File: config.mk
export PLATFORM = sky130hd
export DESIGN_NAME = mc_sequencer
export DESIGN_NICKNAME = d
export VERILOG_FILES = /design/src/rtl/mc_sequencer.sv
export SDC_FILE = /design/constraint.sdc
export NUM_CORES = 1
export LEC_CHECK = 0
export CAP_MARGIN = 10
export CORE_MARGIN = 2
export CORE_UTILIZATION = 25
export CTS_BUF_LIST = sky130_fd_sc_hd__clkbuf_8
export CTS_CLUSTER_DIAMETER = 40
export DETAILED_ROUTE_END_ITERATION = 6
export PLACE_DENSITY = 0.53
export SYNTH_ARGS = -nofsm -noshare
export SYNTH_HDL_FRONTEND = slang
export SYNTH_SLANG_ARGS = --single-unit
File: constraint.sdc
create_clock -name clk -period 2.6 [get_ports clk]
set_input_delay 0.52 -clock clk [delete_from_list [all_inputs] [get_ports clk]]
set_output_delay 0.52 -clock clk [all_outputs]
set_load 0.05 [all_outputs]
File: src/rtl/mc_sequencer.sv
// Multicycle control sequencer that sits ahead of the register file: fetches an
// instruction over req/ack, walks it through IF/ID/EX/MEM/WB and counts retirements.
module mc_sequencer #(
   parameter int WORD_WIDTH     = 16,
   parameter int REG_ADDR_WIDTH = 2
) (
   input  logic                      clk,
   input  logic                      reset,
   output logic                      inst_req,
   input  logic                      inst_ack,
   input  logic [WORD_WIDTH-1:0]     inst_data,
   output logic                      mem_req,
   output logic                      mem_we,
   input  logic                      mem_ack,
   output logic [REG_ADDR_WIDTH-1:0] readReg1,
   output logic [REG_ADDR_WIDTH-1:0] readReg2,
   output logic [REG_ADDR_WIDTH-1:0] writeReg,
   output logic                      RegWrite,
   output logic                      PVSWriteEn,
   output logic [3:0]                alu_op,
   output logic                      alu_src_imm,
   output logic [1:0]                wb_src,
   output logic                      out_valid,
   output logic                      halted,
   output logic [WORD_WIDTH-1:0]     num_inst
);

   typedef enum logic [2:0] {
      S_IF, S_ID, S_EX, S_MEM, S_WB, S_HALT
   } state_t;

   typedef enum logic [3:0] {
      I_RALU, I_ADI, I_ORI, I_LHI, I_LWD, I_SWD, I_BRANCH,
      I_JMP, I_JAL, I_JPR, I_JRL, I_WWD, I_HLT, I_UNDEF
   } inst_t;

   localparam logic [3:0] ALU_ADD = 4'd0;
   localparam logic [3:0] ALU_SUB = 4'd1;
   localparam logic [3:0] ALU_OR  = 4'd3;
   localparam logic [3:0] ALU_LHI = 4'd8;

   state_t                  state_q, state_d;
   logic [WORD_WIDTH-1:0]   instReg_q, instReg_d;
   logic [WORD_WIDTH-1:0]   numInst_q, numInst_d;
   logic [3:0]              opcode;
   logic [5:0]              func;
   inst_t                   instClass;

   assign opcode   = instReg_q[15:12];
   assign func     = instReg_q[5:0];
   assign readReg1 = instReg_q[11:10];
   assign readReg2 = instReg_q[9:8];
   assign num_inst = numInst_q;

   // The IR only captures on an acknowledged fetch; everything downstream decodes from it.
   assign instReg_d = (state_q == S_IF && inst_ack) ? inst_data : instReg_q;
   assign numInst_d = (state_q == S_WB) ? numInst_q + 1'b1 : numInst_q;

   always_ff @(posedge clk) begin
      if (reset) begin
         state_q   <= S_IF;
         instReg_q <= '0;
         numInst_q <= '0;
      end else begin
         state_q   <= state_d;
         instReg_q <= instReg_d;
         numInst_q <= numInst_d;
      end
   end

   always_comb begin
      instClass = I_UNDEF;
      case (opcode)
         4'd0, 4'd1, 4'd2, 4'd3: instClass = I_BRANCH;
         4'd4:  instClass = I_ADI;
         4'd5:  instClass = I_ORI;
         4'd6:  instClass = I_LHI;
         4'd7:  instClass = I_LWD;
         4'd8:  instClass = I_SWD;
         4'd9:  instClass = I_JMP;
         4'd10: instClass = I_JAL;
         4'd15: begin
            if (func < 6'd8) begin
               instClass = I_RALU;
            end else begin
               case (func)
                  6'd25:   instClass = I_JPR;
                  6'd26:   instClass = I_JRL;
                  6'd28:   instClass = I_WWD;
                  6'd29:   instClass = I_HLT;
                  default: instClass = I_UNDEF;
               endcase
            end
         end
         default: instClass = I_UNDEF;
      endcase
   end

   // R-type writes rd; linking jumps always target r2; everything else names rt.
   always_comb begin
      writeReg = instReg_q[9:8];
      if (instClass == I_RALU) begin
         writeReg = instReg_q[7:6];
      end else if (instClass == I_JAL || instClass == I_JRL) begin
         writeReg = REG_ADDR_WIDTH'(2);
      end
   end

   always_comb begin
      state_d     = state_q;
      inst_req    = 1'b0;
      mem_req     = 1'b0;
      mem_we      = 1'b0;
      RegWrite    = 1'b0;
      PVSWriteEn  = 1'b0;
      alu_op      = ALU_ADD;
      alu_src_imm = 1'b0;
      wb_src      = 2'd0;
      out_valid   = 1'b0;
      halted      = 1'b0;
      case (state_q)
         S_IF: begin
            inst_req = 1'b1;
            if (inst_ack) state_d = S_ID;
         end
         S_ID: begin
            case (instClass)
               I_RALU, I_ADI, I_ORI, I_LHI, I_LWD, I_SWD, I_BRANCH: state_d = S_EX;
               I_HLT:   state_d = S_HALT;
               default: state_d = S_WB;
            endcase
         end
         S_EX: begin
            case (instClass)
               I_RALU:  alu_op = func[3:0];
               I_ORI: begin
                  alu_op      = ALU_OR;
                  alu_src_imm = 1'b1;
               end
               I_LHI: begin
                  alu_op      = ALU_LHI;
                  alu_src_imm = 1'b1;
               end
               I_BRANCH: alu_op = ALU_SUB;
               default: begin
                  alu_op      = ALU_ADD;
                  alu_src_imm = 1'b1;
               end
            endcase
            state_d = (instClass == I_LWD || instClass == I_SWD) ? S_MEM : S_WB;
         end
         S_MEM: begin
            mem_req = 1'b1;
            mem_we  = (instClass == I_SWD);
            if (mem_ack) state_d = S_WB;
         end
         S_WB: begin
            PVSWriteEn = 1'b1;
            case (instClass)
               I_RALU, I_ADI, I_ORI, I_LHI: RegWrite = 1'b1;
               I_LWD: begin
                  RegWrite = 1'b1;
                  wb_src   = 2'd1;
               end
               I_JAL, I_JRL: begin
                  RegWrite = 1'b1;
                  wb_src   = 2'd2;
               end
               I_WWD:   out_valid = 1'b1;
               default: RegWrite  = 1'b0;
            endcase
            state_d = S_IF;
         end
         S_HALT: halted = 1'b1;
         default: state_d = S_IF;
      endcase
   end

endmodule

==> summary.txt <==
Placed design
  – IO Port Bufs: 55
  – Detailed Place HPWL: 4021 um
  – Placer Congestion: 0.8530
  – Worst slack, placed: 0.08850 ns
  – DP Area: 2775 um2

Critical path
  – Critical path startpoint category: flop
  – Cells on worst reg2reg path: 6
  – Worst reg2reg endpoint: num_inst[5]
  – Crit path arrival time: 2.07 ns
  – Flop2flop setup slack: 0.52 ns
  – Setup crit end kind: output port
  – Critical path class: reg2out
  – Worst r2r src: state_q[2]
  – Crit Path Max Fanout: 5
  – Critical Path RT: 2.08 ns

Pwr
  – Design Power: 1.645 mW
  – LEAKAGE: 1.022 nW
  – P per Cell Area: 555.4 nW/um2
  – NetSw: 0.6084 mW
  – Net Sw Frac: 36.99%
  – Combinational cell fraction of total power: 36.2%
  – Int Power: 1.036 mW
  – Peak VDD IR: 279.5 uV
  – Clock Power Share: 24.4%
  – Register share of total power: 39.4%

Floorplanning
  – Die height: 92.90 um
  – Core ar.: 7687 um2
  – IO Pins: 56
  – Initial Util: 25.70%
  – Die X: 92.90 um
  – Rows: 32
  – Die area: 8629 um2

CTS
  – Root buffer cell: clkbuf_8
  – Clock transition at path regs: 0.07 ns
  – CTS max path bufs: 2
  – CTS tree: yes
  – CTS Sinks: 35
  – H-tree levels: 2
  – Clk Latency, worst-skew pair: 0.28 ns
  – CTS buffer count: 5

Job
  – Max Cap Viol: 0

Timing
  – Hold violation count in the final report: 0
  – Final Slew Violations: 0
  – Max-slew headroom: 62.21%
  – Setup tns final: 0 ns
  – RSZ-0062 raised after global routing: true
  – Tmin final: 2.587 ns
  – Final Cycle Share: 99.50%
  – F_max: 386.6 MHz
  – Clock skew: 0.005886 ns
  – Setup violations, final: 0
  – Final worst slack: 0.01309 ns
  – Worst Tran Pin Value: 0.5668 ns

Run status
  – Status: complete, no violations

Global routing
  – First-pass GRT wire length: 8901 um
  – Initial antenna violation count: 0
  – Grt peak-use layer: met2
  – Grt ovf: 0
  – Gr usage total: 12.76%
  – Met3 GRT Util: 3.743%
  – Vias in the first global route: 1886
  – Pin count of the biggest net entering global routing: 36
  – GR met2 Demand/Resource: 21.56%
  – Met1 Use GR: 15.71%

Logic synthesis
  – Syn Inst Count: 261
  – Syn Nets: 282
  – Post-synth top area cell: dfxtp_1
  – Asr flop ratio synth: 0%
  – Post-synth top area share: 35.47%
  – Prevailing post-synth register cell: dfxtp_1
  – Post-synthesis sequential area ratio: 35.47%
  – Average cell area after synthesis: 7.570 um2
  – EDFF count, synth: 0
  – Yosys reg bits: 35
  – Netlist Area Pre-Place: 1976 um2
  – Cell variety after synth: 52
  – Yosys Warn Count: 0
  – Top area cells in the synthesized netlist: dfxtp_1, nand2_1, a21oi_1

Routing
  – Drt pass-1 iters: 4
  – Average wire per standard cell: 13.04 um
  – Initial DRC Count: 78
  – ANT nets after route: 0
  – Vias per std cell: 4.713
  – Total wire length: 5491 um
  – Via count: 1984
  – Drt drc: 0

Finish
  – Commonest cells after routing, fill and taps aside: nand2_1, clkdlybuf4s50_1, dfxtp_1
  – Area growth syn-to-layout: 49.90%
  – # diodes: 0
  – Reg area: 711.9 um2
  – Nets@finish: 340
  – Final Instance Area: 2962 um2
  – Area of the multi-input gates: 1244 um2
  – Layout cells sized above 1: 18.18%
  – Fillers: 797
  – Commonest non-fill, non-tap cell in the layout: nand2_1

Min path
  – Min-Delay Endpoint: instReg_q[10]
  – Hold_sp: instReg_q[10]
  – Worst Hold Class: reg2reg
  – Hold Path Stages: 2
power by group through the flow:
stage	clock network, mW	registers, mW	logic [mW]
floorplan	0	0.633	0.404
global placement	0	0.656	0.570
detailed placement	0	0.656	0.568
CTS	0.419	0.645	0.585
global route	0.438	0.656	0.650
finish	0.401	0.648	0.596
critical path, stage by stage, from the launching register on:
cell and delay (ns):
dfxtp_4 0.35, buf_4 0.13, xor2_1 0.13, o2111a_1 0.24, o32ai_1 0.22, buf_4 0.18, or2_1 0.20, o21ai_1 0.15
buf_12 0.17
worst max-delay path by stage:
stage / startpoint / to / cells after the start
floorplan: instReg_q[4] / wb_src[0] / 5
global placement: instReg_q[1] / RegWrite / 6
detailed placement: instReg_q[1] / writeReg[0] / 6
CTS: instReg_q[4] / RegWrite / 5
global route: instReg_q[1] / out_valid / 8
finish: instReg_q[1] / writeReg[1] / 8
cells in the mapped netlist, drive strengths merged (3+ instances only):
cell type / n
a21oi: 25
a31oi: 3
buf: 11
clkbuf: 9
dfxtp: 35
inv: 5
nand2: 49
nand2b: 4
nand3: 7
nand3b: 3
nand4: 4
nor2: 27
nor3: 10
nor4: 3
o21ai: 8
or3: 7
xnor2: 5
xor2: 9
timing repair:
item | CTS | global route
hold buffers | 0 | 0
setup buffers | 3 | 0
pin swaps | 6 | 1
setup endpoints to repair | 8 | 10
resized for setup | 12 | 7
kinds of logic (layout without fill, tap and decap cells):
kind of cell / after synthesis / after routing / share of synthesized area [%]
AOI/OAI and AO/OA: 56 / 56 / 17.80
xor gates and xnor gates: 14 / 14 / 6.207
adders and majority gates: 1 / 1 / 0.6332
buffers and inverters: 26 / 84 / 7.156
DFF: 35 / 35 / 35.47
muxes: 2 / 2 / 1.013
and+or+nand+nor: 127 / 127 / 31.73
through the flow:
stage	util, %	hold WS, ns	std cells
after floorplan	-	0.4360	261
after global placement	36.10	0.4433	411
after detailed placement	36.10	0.4498	411
after CTS	38.02	0.4603	421
after global routing	38.53	0.4766	421
final	38.53	0.4571	421
metal layers:
| layer | share of wire (%) | vias to the layer above |
|---|---|---|
| met5 | 0 | - |
| met4 | 1.0 | 0 |
| met3 | 5.6 | 5 |
| met2 | 49 | 47 |
| met1 | 44 | 911 |
| li1 | - | 1021 |
cell type report:
type	instances	area share (%)
Timing Repair Buffer	71	25.77
Clock inverter	1	0.1690
Inverter	6	0.9294
Tap cell	102	4.309
Clock buffer	6	2.788
Sequential cell	35	24.04
Multi-Input combinational cell	200	41.99
state kept, by name (all words and copies together), names as in the netlist:
register / count
instReg_q: 16
num_inst: 16
state_q: 3
Note: power is estimated with default switching activity, not from simulation.
